**src/rtl/reg_file.sv**
```systemverilog
// 32 x 32 MIPS register file: two combinational read ports, one write-back port, $0 hard-wired to zero.
// Optional feature: define REG_BYPASS_EN to forward write-back data to a matching read port before the edge.
module reg_file #(
    parameter int DATA_WIDTH = 32,
    parameter int ADDR_WIDTH = 5
) (
    input  logic                  clk,
    input  logic                  reset,
    input  logic [ADDR_WIDTH-1:0] REG_address1,
    input  logic [ADDR_WIDTH-1:0] REG_address2,
    input  logic [ADDR_WIDTH-1:0] REG_address_wb,
    input  logic                  regwrite,
    input  logic [DATA_WIDTH-1:0] data_wb,
    output logic [DATA_WIDTH-1:0] data_out_1,
    output logic [DATA_WIDTH-1:0] data_out_2
);
    localparam int DEPTH = 2 ** ADDR_WIDTH;

    logic [DEPTH-1:0][DATA_WIDTH-1:0] regs_q, regs_d;
    logic                             wr_en;
    logic [DATA_WIDTH-1:0]            rd1, rd2;

    // Address 0 is excluded here, so regs_q[0] stays zero from reset onward.
    assign wr_en = regwrite && !reset && (REG_address_wb != '0);

    always_comb begin
        regs_d = regs_q;
        if (wr_en)
            regs_d[REG_address_wb] = data_wb;
    end

    always_ff @(posedge clk or posedge reset) begin
        if (reset)
            regs_q <= '0;
        else
            regs_q <= regs_d;
    end

    always_comb begin
        rd1 = (REG_address1 == '0) ? '0 : regs_q[REG_address1];
        rd2 = (REG_address2 == '0) ? '0 : regs_q[REG_address2];
    end

`ifdef REG_BYPASS_EN
    // wr_en already rules out address 0 and reset, so $0 still reads zero.
    always_comb begin
        data_out_1 = (wr_en && (REG_address_wb == REG_address1)) ? data_wb : rd1;
        data_out_2 = (wr_en && (REG_address_wb == REG_address2)) ? data_wb : rd2;
    end
`else
    always_comb begin
        data_out_1 = rd1;
        data_out_2 = rd2;
    end
`endif

endmodule

```
**config.mk**
```make
export PLATFORM = sky130hd
export DESIGN_NAME = reg_file
export DESIGN_NICKNAME = d
export VERILOG_FILES = /design/src/rtl/reg_file.sv
export SDC_FILE = /design/constraint.sdc
export NUM_CORES = 2
export LEC_CHECK = 0
export ABC_AREA = 0
export BUFFER_PORTS_ARGS = -buffer_cell sky130_fd_sc_hd__clkbuf_2
export CORE_MARGIN = 4
export CORE_UTILIZATION = 35
export DETAILED_ROUTE_END_ITERATION = 12
export HOLD_SLACK_MARGIN = 0.15
export RECOVER_POWER = 25
export SLEW_MARGIN = 5
export SYNTH_ARGS = -nofsm -noshare
export SYNTH_HDL_FRONTEND = slang
export SYNTH_SLANG_ARGS = --single-unit
export TNS_END_PERCENT = 50
```
**constraint.sdc**
```tcl
create_clock -name clk -period 39 [get_ports clk]
set_input_delay 1.95 -clock clk [delete_from_list [all_inputs] [get_ports clk]]
set_output_delay 1.95 -clock clk [all_outputs]
set_load 0.01 [all_outputs]
```
==> out/results.txt <==
Routability-driven placement finished with a final weighted congestion of 0.7622. At the worst endpoint, the required time is 37330 ps. The run gives 0 as the hold buffer count at CTS. The final routed wirelength across all metal layers was 184200 µm; the number of global-route vias before repair was 35807.

The checks that failed: capacitance limit, slew limit. The tools report the maximum clock skew at final layout as 0 ps. The maximum number of buffers from clock root to sink is 3. Most common flop cell mapped by yosys: sky130_fd_sc_hd__dfrtp_1. The average routed wire per standard cell came out at 32.08 µm. The setup slack on the worst flop-to-flop path is 38190 ps.

For the violation count after the first detailed-route iteration, the log shows 3203. STA classifies the critical path startpoint as a primary input. The largest registers in the layout are regs_q: 1024 flops. Power spread over the standard cell area amounts to 47.31 mW/mm².

The startpoint identified for the worst hold timing path is regs_q[18]$_DFFE_PP0P_. Leaving out filler cells and counting taps, the final layout contains 5741. The logs give 3740 for the synthesized netlist cell count and 0 for the post-cts resize count.

The buffer count from post-CTS setup fixing is 0, and the peak ir drop on the vdd network is 0.00003590 V. Yosys printed 0 warnings. The run gives 0 as the count of antenna-violating nets left after detailed routing.

The run finished, with violations left. The first global-routing pass estimated 266000 µm of wire. During placement, the flow inserted port buffers numbering 113. After detailed routing, no signal wire sits above met5. The sum of negative setup slack was 0 ps; the post-synthesis to final-layout area growth was 10.50%.

After detailed routing, the met3 layer carries 13240 µm of wire. The maximum clock frequency came out at 69.52 MHz. Across the run, the number of max-cap violations was 7.

Final hold violation count: 0. The clock insertion delay at the later pin of the skew report was 710 ps. Total routing resource utilization after global routing: 22.41%. The floorplan row count is 144.

Setup repair after global routing left no endpoint under its margin. The logs give 46.91% for the sequential element share of the synthesized area and -549.9% for the worst slew slack as a fraction of its limit. In this run the critical register-to-register path is launched from regs_q[322]$_DFFE_PP0P_.

In this run, distinct cell masters in the synthesized netlist total 41. Post-layout minimum cycle time: 14380 ps. The worst hold path terminates at regs_q[18]$_DFFE_PP0P_. The effective utilization at floorplan was 35.33%; the pin slew with the least headroom to its limit was 9749 ps. The final number of setup-violating endpoints came out at 0. The flop and latch count out of synthesis came out at 1024. TritonCTS built the clock tree.

The CTS clock-pin slew for the worst setup and hold paths was 60 ps; the via-per-instance ratio was 6.157. For the depth of the CTS H-tree, the log shows 3. The number of enable flip-flop cells after synthesis is 0, and the share of async-settable or async-resettable flops after synthesis is 100.0%. Core box area: 0.1546 mm².

Root cell of the clock tree: sky130_fd_sc_hd__clkbuf_16. From left edge to right edge, the die measures 403.1 µm. Dividing the final minimum period by the clock period gives 36.88%. The synthesized area divided by synthesized cell count came out at 14.61 µm². The die covers 0.1625 mm².

The vertical extent of the die came out at 403.1 µm. The tools report the sum of met2 wire segment lengths after detailed routing as 85580 µm. At the end of the flow the core is filled with cells to 39.04%. The worst setup path is captured at an asynchronous set/reset pin. The number of antenna violations at the first check in global routing came out at 12. The critical path is of the primary input to asynchronous set/reset pin type. Counting the buffers created by CTS gives 108. In this run the static leakage power is 0.02701 µW.

The detailed router placed 35348 vias in this run. Of all nets on the critical path, the largest fanout is 186. The number of max-slew violations in the final report is 628, and the number of cells traversed by the worst hold path is 0. The class of the tightest hold or removal check was flip-flop to flip-flop. When the netlist entered floorplanning its net count stood at 3790. The flip-flop count of the largest register after layout is 1024.

The run gives 3657 as the total number of nets in the final design. The number of iterations in the first detailed-routing pass is 6, and the boundary pin count is 114. The worst reg2reg path depth came out at 1. The number of placed instances, taps included, is 5541. Global routing finished with a remaining overflow of 0. Cells with a size suffix above 1 make up 49.24% of the layout. The final routed DRC violation total came out at 0. After detailed routing, the wire length on met1 is 78080 µm. The count of filler cells inserted in the layout came out at 14501. Entering global routing, the biggest net connects 187 pins.

The summed instance area of the synthesized netlist is 0.05462 mm². regs_q holds more flip-flops than any other register. Summed over all nets, the half-perimeter wirelength after detailed placement is 96090 µm.

In this run the critical register-to-register path is captured at regs_q[322]$_DFFE_PP0P_. At the worst endpoint, the arrival time is 12720 ps. The number of sinks on the clock net is 1024.
==> worst max path at each step <==
stage / start / end / slack (ps) / depth (start not counted)
floorplan: reset / regs_q[0]$_DFFE_PP0P_ / 8230 / 1
global placement: REG_address2[0] / data_out_2[5] / 31120 / 8
detailed placement: REG_address2[0] / data_out_2[5] / 31110 / 8
CTS: REG_address2[0] / data_out_2[5] / 31130 / 8
global route: reset / regs_q[817]$_DFFE_PP0P_ / 21780 / 3
finish: reset / regs_q[470]$_DFFE_PP0P_ / 24620 / 3
==> power by group <==
group | internal, µW | leakage, µW | total, µW | switching [µW]
combinational | 256 | 0.0115 | 462 | 206
sequential | 1200 | 0.0136 | 1310 | 105
clock | 641 | 0.00183 | 1090 | 446
==> through the flow <==
| step | hold slack (ps) | power, µW | cell area (µm²) | setup slack, ps |
|---|---|---|---|---|
| global placement | 381.1 | 1770 | 56700 | 31120 |
| finish | 393.2 | 2855 | 60360 | 24620 |
| floorplan | 441.3 | 1651 | 54620 | 8234 |
| global route | 403.5 | 2966 | 60350 | 21780 |
| detailed placement | 382.3 | 1783 | 56700 | 31110 |
| CTS | 398.2 | 2871 | 60390 | 31130 |
==> cell families after synthesis <==
kind of cell	Yosys count	synth area share [%]
AOI/OAI and AO/OA	392	5.385
and+or+nand+nor	195	2.018
buffers and inverters	431	3.715
DFF	1024	46.91
muxes	1698	41.97
==> cell usage after synthesis, types with 2 or more instances <==
master | instances | area [µm²]
sky130_fd_sc_hd__buf_1 | 52 | 195.2
sky130_fd_sc_hd__a21oi_1 | 47 | 235.2
sky130_fd_sc_hd__or2_2 | 2 | 12.51
sky130_fd_sc_hd__nor3_1 | 24 | 120.1
sky130_fd_sc_hd__o22ai_1 | 26 | 162.7
sky130_fd_sc_hd__and3_1 | 3 | 18.77
sky130_fd_sc_hd__a221oi_1 | 5 | 43.79
sky130_fd_sc_hd__inv_1 | 2 | 7.510
sky130_fd_sc_hd__nand2_1 | 23 | 86.33
sky130_fd_sc_hd__nor2_1 | 21 | 78.83
sky130_fd_sc_hd__nor2b_1 | 65 | 406.6
sky130_fd_sc_hd__a211oi_1 | 83 | 623.1
sky130_fd_sc_hd__mux2i_1 | 298 | 2983
sky130_fd_sc_hd__nor3b_1 | 4 | 30.03
sky130_fd_sc_hd__nand2b_1 | 3 | 18.77
sky130_fd_sc_hd__nor4_1 | 32 | 200.2
sky130_fd_sc_hd__o221ai_1 | 25 | 219.0
sky130_fd_sc_hd__mux4_2 | 371 | 8356
sky130_fd_sc_hd__dfrtp_1 | 1024 | 25620
sky130_fd_sc_hd__nand3_1 | 3 | 15.01
sky130_fd_sc_hd__clkbuf_1 | 216 | 810.8
sky130_fd_sc_hd__and2_1 | 5 | 31.28
sky130_fd_sc_hd__o21ai_0 | 35 | 175.2
sky130_fd_sc_hd__nand3b_1 | 5 | 37.54
sky130_fd_sc_hd__a22o_1 | 46 | 402.9
sky130_fd_sc_hd__a22oi_1 | 91 | 683.2
sky130_fd_sc_hd__a2111oi_1 | 8 | 80.08
sky130_fd_sc_hd__a2111oi_2 | 15 | 225.2
sky130_fd_sc_hd__mux2_2 | 1029 | 11590
sky130_fd_sc_hd__buf_2 | 104 | 520.5
sky130_fd_sc_hd__a2111oi_0 | 6 | 52.55
sky130_fd_sc_hd__buf_4 | 39 | 292.8
sky130_fd_sc_hd__a21o_1 | 3 | 22.52
sky130_fd_sc_hd__buf_6 | 18 | 202.7
==> layer usage <==
| metal | up-vias | global-route usage (%) |
|---|---|---|
| li1 | 14174 | - |
| met1 | 19317 | 30.61 |
| met2 | 1498 | 35.29 |
| met3 | 351 | 4.417 |
| met4 | 8 | 8.772 |
| met5 | - | 0 |
==> layout by cell type, fill, tap and decap left out, types with 5 or more instances in the layout <==
cell type | netlist | layout
sky130_fd_sc_hd__a21oi_1 | 47 | 47
sky130_fd_sc_hd__diode_2 | 0 | 5
sky130_fd_sc_hd__clkbuf_2 | 0 | 105
sky130_fd_sc_hd__dfrtp_1 | 1024 | 1024
sky130_fd_sc_hd__o21ai_0 | 35 | 35
sky130_fd_sc_hd__nor4_1 | 32 | 32
sky130_fd_sc_hd__a22o_1 | 46 | 46
sky130_fd_sc_hd__clkbuf_8 | 0 | 22
sky130_fd_sc_hd__o22ai_1 | 26 | 26
sky130_fd_sc_hd__mux2_2 | 1029 | 1029
sky130_fd_sc_hd__o221ai_1 | 25 | 25
sky130_fd_sc_hd__clkbuf_1 | 216 | 31
sky130_fd_sc_hd__clkbuf_16 | 0 | 110
sky130_fd_sc_hd__nor2_4 | 0 | 17
sky130_fd_sc_hd__buf_4 | 39 | 65
sky130_fd_sc_hd__clkinv_2 | 0 | 21
sky130_fd_sc_hd__a22oi_1 | 91 | 91
sky130_fd_sc_hd__mux2i_1 | 298 | 298
sky130_fd_sc_hd__mux4_2 | 371 | 371
sky130_fd_sc_hd__nand2_4 | 0 | 16
sky130_fd_sc_hd__a2111oi_2 | 15 | 15
sky130_fd_sc_hd__inv_6 | 0 | 5
sky130_fd_sc_hd__nand3b_1 | 5 | 5
sky130_fd_sc_hd__bufinv_16 | 0 | 13
sky130_fd_sc_hd__a221oi_1 | 5 | 5
sky130_fd_sc_hd__a2111oi_0 | 6 | 6
sky130_fd_sc_hd__a2111oi_1 | 8 | 8
sky130_fd_sc_hd__nor3_1 | 24 | 24
sky130_fd_sc_hd__nor2b_1 | 65 | 59
sky130_fd_sc_hd__a211oi_1 | 83 | 83
sky130_fd_sc_hd__nand2_1 | 23 | 7
==> cell type report <==
class / instances / area [µm²] / share of cell area, %
inverters: 2 / 8.758 / 0.01451
repair buffers: 186 / 1181 / 1.957
diodes: 5 / 12.51 / 0.02073
clock buffers: 155 / 3132 / 5.189
flip-flops and latches: 1024 / 25620 / 42.46
multi-input cells: 2285 / 27280 / 45.21
clock inverters: 40 / 555.5 / 0.9204
well taps: 2044 / 2557 / 4.237
==> worst max-delay path: stages <==
cell,delay [ps]
sky130_fd_sc_hd__clkbuf_1,140
sky130_fd_sc_hd__clkinvlp_2,3290
sky130_fd_sc_hd__clkbuf_1,7050
Power figures use the tool's default switching activity.
